--- src/rtl/spi_flash_reader.sv ---
// SPI mode-0 master that issues one READ command to a serial NOR flash
// after reset and then streams received bytes out with a one-cycle strobe.
module spi_flash_reader #(
   parameter logic [7:0]  READ_CMD       = 8'h03,
   parameter logic [23:0] START_ADDR     = 24'h000000,
   parameter int          CS_IDLE_CYCLES = 4
) (
   input  logic       clk,
   input  logic       reset,
   output logic       out_bit,
   input  logic       out,
   output logic [7:0] data_out_sim,
   output logic       chip_select,
   output logic       data_clk,
   output logic       data_ready,
   input  logic       rom_init_finished
);

   typedef enum logic [2:0] {
      IDLE,
      CMD,
      ADDR,
      READ,
      DONE
   } state_t;

   localparam logic [31:0] TX_WORD = {READ_CMD, START_ADDR};
   localparam int IW = (CS_IDLE_CYCLES > 1) ? $clog2(CS_IDLE_CYCLES) : 1;
   localparam logic [IW-1:0] IDLE_LAST = IW'(CS_IDLE_CYCLES - 1);

   state_t        state, state_nx;
   logic [IW-1:0] idle_cnt, idle_nx;
   logic [4:0]    bit_cnt, cnt_nx;
   logic [31:0]   tx, tx_nx;
   logic [6:0]    rx, rx_nx;
   logic          sclk_nx;
   logic          mosi_nx;
   logic          cs_nx;
   logic [7:0]    dout_nx;
   logic          rdy_nx;

   always_ff @(posedge clk or negedge reset) begin
      if (!reset) begin
         state        <= IDLE;
         idle_cnt     <= '0;
         bit_cnt      <= '0;
         tx           <= '0;
         rx           <= '0;
         data_clk     <= 1'b0;
         out_bit      <= 1'b0;
         chip_select  <= 1'b1;
         data_out_sim <= 8'h00;
         data_ready   <= 1'b0;
      end else begin
         state        <= state_nx;
         idle_cnt     <= idle_nx;
         bit_cnt      <= cnt_nx;
         tx           <= tx_nx;
         rx           <= rx_nx;
         data_clk     <= sclk_nx;
         out_bit      <= mosi_nx;
         chip_select  <= cs_nx;
         data_out_sim <= dout_nx;
         data_ready   <= rdy_nx;
      end
   end

   // SCK low phase: stop may end the transfer before the bit starts.
   // SCK high phase: the next edge samples MISO and shifts MOSI.
   always_comb begin
      state_nx = state;
      idle_nx  = idle_cnt;
      cnt_nx   = bit_cnt;
      tx_nx    = tx;
      rx_nx    = rx;
      sclk_nx  = data_clk;
      mosi_nx  = out_bit;
      cs_nx    = chip_select;
      dout_nx  = data_out_sim;
      rdy_nx   = 1'b0;
      unique case (state)
         IDLE: begin
            if (rom_init_finished) begin
               state_nx = DONE;
            end else if (idle_cnt == IDLE_LAST) begin
               cs_nx    = 1'b0;
               mosi_nx  = TX_WORD[31];
               tx_nx    = TX_WORD << 1;
               cnt_nx   = 5'd0;
               state_nx = CMD;
            end else begin
               idle_nx = idle_cnt + IW'(1);
            end
         end
         CMD, ADDR, READ: begin
            if (!data_clk) begin
               if (rom_init_finished) begin
                  state_nx = DONE;
                  cs_nx    = 1'b1;
                  mosi_nx  = 1'b0;
               end else begin
                  sclk_nx = 1'b1;
               end
            end else begin
               sclk_nx = 1'b0;
               mosi_nx = tx[31];
               tx_nx   = tx << 1;
               cnt_nx  = bit_cnt + 5'd1;
               if (state == READ) begin
                  rx_nx = {rx[5:0], out};
                  if (bit_cnt[2:0] == 3'd7) begin
                     dout_nx = {rx, out};
                     rdy_nx  = 1'b1;
                  end
               end
               if (state == CMD && bit_cnt == 5'd7) begin
                  state_nx = ADDR;
               end
               if (state == ADDR && bit_cnt == 5'd31) begin
                  state_nx = READ;
               end
               if (rom_init_finished) begin
                  state_nx = DONE;
                  cs_nx    = 1'b1;
                  mosi_nx  = 1'b0;
               end
            end
         end
         DONE: begin
            cs_nx   = 1'b1;
            sclk_nx = 1'b0;
            mosi_nx = 1'b0;
         end
         default: begin
            state_nx = IDLE;
            cs_nx    = 1'b1;
            sclk_nx  = 1'b0;
            mosi_nx  = 1'b0;
         end
      endcase
   end

endmodule

--- config.mk ---
export PLATFORM = sky130hd
export DESIGN_NAME = spi_flash_reader
export DESIGN_NICKNAME = d
export VERILOG_FILES = /design/src/rtl/spi_flash_reader.sv
export SDC_FILE = /design/constraint.sdc
export NUM_CORES = 1
export LEC_CHECK = 0
export ABC_AREA = 0
export CAP_MARGIN = 20
export CORE_UTILIZATION = 30
export DETAILED_ROUTE_END_ITERATION = 16
export GPL_ROUTABILITY_DRIVEN = 0
export PLACE_DENSITY = 0.6
export SYNTH_ARGS = -nofsm -noshare
export SYNTH_HDL_FRONTEND = slang
export SYNTH_SLANG_ARGS = --single-unit
--- constraint.sdc ---
create_clock -name clk -period 1.8 [get_ports clk]
set_input_delay 0.36 -clock clk [delete_from_list [all_inputs] [get_ports clk]]
set_output_delay 0.36 -clock clk [all_outputs]
set_load 0.005 [all_outputs]
Word-level counts from Yosys, hierarchy flattened
Index checks and enable logic that the tools add are counted.

Flip-flop bits (word level): 61. Bits of input ports: 4. Output and inout port bits: 12. Logic and storage cells: 73.

Add/subtract/negate cells: 2. Eq/ne operators: 15. Muxes and demuxes: 31. Bitwise operators: 3. Reductions and logical operators: 12.

Operator list (count): 2-to-1 mux 32 bit (3); one-hot mux 32 bit (2 select lines) (1); 2-to-1 mux 3 bit (7); 2-to-1 mux 5 bit (3); 2-to-1 mux 1 bit (12); AND reduction 3 bit (4); AND reduction 4 bit (3); one-hot mux 5 bit (2 select lines) (1); one-hot mux 3 bit (3 select lines) (1); != test 2 bit, second input constant (4); == test 3 x 2 -> 1 bit, second input constant (2); == test 3 bit, second input constant (2); != test 3 bit, second input constant (2); one-hot mux 1 bit (2 select lines) (3); adder 5 x 1 -> 5 bit, second input constant (1); == test 5 x 3 -> 1 bit, second input constant (1); == test 5 bit, second input constant (1); != test 4 bit, second input constant (1); == test 3 x 1 -> 1 bit, second input constant (1); zero test 3 bit (1); NOT 1 bit (3); OR reduction 3 bit (1); adder 2 x 1 -> 2 bit, second input constant (1); == test 2 bit, second input constant (1); 2 further kinds (3).

Longest topological paths before layout
Depth in word-level cells: 7. Depth in mapped cells: 6. Mapped depth without buffers: 6.

Worst setup path before layout
OpenSTA, ideal clock, no wires.

Kind: reg-to-reg. Start: reg idle_cnt[0]. End: reg bit_cnt[0]. Setup time: 0.125 ns. Data arrival time: 1.570 ns. Required time: 1.675 ns. Path slack: 0.104 ns. Stages on the path, launching flop included: 6. Path buffers: 1. Clock period less this slack: 1.696 ns. Path through: dfrtp_1 ha_1 or4b_4 a21o_1 buf_6 mux2_4.

Word-level cells in the longest chain between the ends: 3.

Ends and longest elaborated chain: from (decl) (line 32) `logic [IW-1:0] idle_cnt, idle_nx;`; from (signal assigned) (line 56) `idle_cnt <= idle_nx;`; == test 2 bit (line 85) `end else if (idle_cnt == IDLE_LAST) begin`; != test 2 bit (no source line); AND reduction 4 bit (no source line); to (signal assigned) (line 57) `bit_cnt <= cnt_nx;`; to (decl) (line 33) `logic [4:0] bit_cnt, cnt_nx;`.

No other way between the ends. A chain may end at the register's enable or synchronous reset.

Worst setup path in the final report
Start: in rom_init_finished. End: reg bit_cnt[0].

Word-level cells in the longest chain between the ends: 2.

Ends and longest elaborated chain: from (decl) (line 16) `input logic rom_init_finished`; != test 2 bit (no source line); AND reduction 4 bit (no source line).

No other way between the ends.

==> flow_summary.toml <==
[die]
core_area_um2 = 4850
die_w_um = 73.8
dieArea_um2 = 5450
die_y_um = 73.8
io_pins = 16
num_rows = 25
start_util_pct = 31.9

[timing]
fin_skew_ps = 4.73
worst_slack_ps = 69.1
tightest_slew_ps = 636
final.period_utilization_pct = 96.2
setup_viol = 0
fin_crit_ps = 1730
max_freq_mhz = 578
whs_ps = 441
relSlewSlack_pct = 57.5
finalHoldViolCount = 0
drv_slew = 0
rsz0062_at_grt = "no"

[power_and_ir_drop]
power.share.clock_pct = 37.1
switching_share_pct = 24.5
p_comb_share_pct = 15.2
total_power_mw = 1.88
p_per_area_nw_per_um2 = 957
p_switching_mw = 0.462
vdd_ir_drop_max_uv = 582
seqPwrFrac_pct = 47.7
total_leakage_power_nw = 0.923
p_int_mw = 1.42

[setup_path]
slowest_delay_ps = 500
endpoint_kind = "register"
cp.arrival_ps = 1900
reg2reg_slack_ps = 70
r2r-end = "bit_cnt[0]$_DFFE_PN0P_"
r2r_cells = 4
start_kind = "input pin"
slowest_stage = "or4b_4"
critPathBufInv = 1
required_ps = 1970
path_cells = "clkdlybuf4s50_1, or4b_4, a21o_1, mux2_4"
worstReg2RegStart = "idle_cnt[0]$_DFFE_PN0P_"
cp_top_family = "simple AND/OR/NAND/NOR gates"
crit_path_max_fanout = 10
worstSetupPathType = "in -> reg"

[synthesis]
syn_area_per_cell_um2 = 13.3
synth_cell_type_count = 35
synthFlopType = "dfrtp_1"
ys.warnings.count = 0
syn-num-nets = 124
async_flop_share_pct = 100
syn_area_um2 = 1550
synth-edff-count = 0
synth-seq-cells = 36
yosysSeqAreaShare_pct = 58.3
syn_inst = 116

[status]
status = "complete, no violations"

[global_route]
antenna_found_initial = 0
grt_pass1_wl_mm = 4.78
globalRoute.totalOverflow = 0
grt_max_degree = 37
gr-usage-all-layers_pct = 11.9
grt_pass1_vias = 1028

[cts]
root_buffer = "clkbuf_8"
clock_latency_ps = 290
hold_buffers = 0
post_cts_resize_count = 0
clock_sinks = 36
clk_path_buf_depth = 2
htree_num_levels = 2
postCtsSetupBuffers = 0
cts_buffers = 5
cts_tree = "done"
clk_pin_slew_worst_paths_ps = 70

[drt]
ant_nets = 0
dr.pass1.iters = 4
route.vias.total = 1015
wl_per_cell_um = 13.1
drc_errors = 0
wl_mm = 2.80
dr.first_iter.drc_count = 14
via_per_inst = 4.77

[layout]
layout_common_cells = "35 x dfrtp_1, 16 x mux2_2, 15 x clkdlybuf4s50_1, 11 x buf_4, 7 x a22o_2"
n_antenna_cell = 0
final_common_cell = "dfrtp_1"
synthToLayoutAreaGrowth_pct = 27.0
num-nets-final = 153
instances_no_fill = 213
drive_gt1_share_pct = 34.9

[placement]
hpwlAfterDp_mm = 1.96
dp.cells = 205
dpl_worst_slack_ps = -213
io_buffers = 15

[run]
drv_cap = 0

[min_path]
hold_class = "in -> async"
[through the flow]
step / TNS [ps] / instance area, um^2 / util (%)
after floorplan: 0 / 1550 / -
after global placement: -1520 / 1850 / 38.2
after detailed placement: -1850 / 1850 / 38.2
after CTS: 0 / 1960 / 40.5
after global routing: 0 / 1960 / 40.5
final: 0 / 1960 / 40.5
[worst max path at each step]
stage                             from                endpoint  slack, ps  depth (start not counted)
4_1_cts        idle_cnt[0]$_DFFE_PN0P_  bit_cnt[0]$_DFFE_PN0P_         70                          4
3_3_place_gp         rom_init_finished  bit_cnt[0]$_DFFE_PN0P_       -190                          4
6_report             rom_init_finished  bit_cnt[0]$_DFFE_PN0P_         70                          4
2_1_floorplan  idle_cnt[0]$_DFFE_PN0P_  bit_cnt[0]$_DFFE_PN0P_        100                          5
5_1_grt        idle_cnt[0]$_DFFE_PN0P_  bit_cnt[0]$_DFFE_PN0P_          5                          4
3_5_place_dp         rom_init_finished  bit_cnt[0]$_DFFE_PN0P_       -210                          4
[cells in the mapped netlist (all sizes together), types with 2 or more instances]
cell / instances / area [um^2]
and4b: 2 / 20.0
nor2: 3 / 11.3
inv: 3 / 11.3
or3: 2 / 15.0
nand2: 3 / 11.3
buf: 4 / 26.3
ha: 4 / 50.1
mux2: 17 / 195
a21oi: 2 / 10.0
nor3: 5 / 30.0
a22o: 8 / 78.8
nand2b: 3 / 18.8
dfrtp: 35 / 876
nand3: 3 / 15.0
o21ai: 6 / 30.0
[final cells by class]
type	instances	area, um^2
clock buffers	5	68.8
clock inverters	3	42.5
fillers	449	2880
inverters	3	11.3
multi-input cells	72	603
flip-flops and latches	36	902
well taps	67	83.8
repair buffers	27	253
[registers in the layout (all words and copies together) (netlist names), 2 cells and up]
signal and flops:
rx 7, bit_cnt 5, data_out_sim 8, idle_cnt 2, state 3, tx 7
[power groups by stage]
stage / registers, mW / logic [mW] / clock network [mW]
2_1_floorplan: 0.895 / 0.170 / 0
3_3_place_gp: 0.909 / 0.279 / 0
3_5_place_dp: 0.910 / 0.291 / 0
4_1_cts: 0.895 / 0.292 / 0.714
5_1_grt: 0.903 / 0.324 / 0.744
6_report: 0.896 / 0.287 / 0.697
[metal layers]
metal	GRT usage, %	vias up	part of all wire (%)
met3	4.25	4	4.3
met1	14.6	510	46
met4	4.49	0	1.0
met5	0	-	0
met2	19.2	18	48
li1	-	483	-
[cells by family after synthesis]
kind of cell | after synthesis | share of synthesized area [%]
fa+ha+maj | 4 | 3.24
mux | 18 | 13.3
compound gates | 23 | 11.3
xor+xnor | 1 | 0.566
flops | 36 | 58.3
simple gates | 26 | 10.6
buf+inv | 8 | 2.67
No activity file was read; power rests on OpenSTA's default activity.
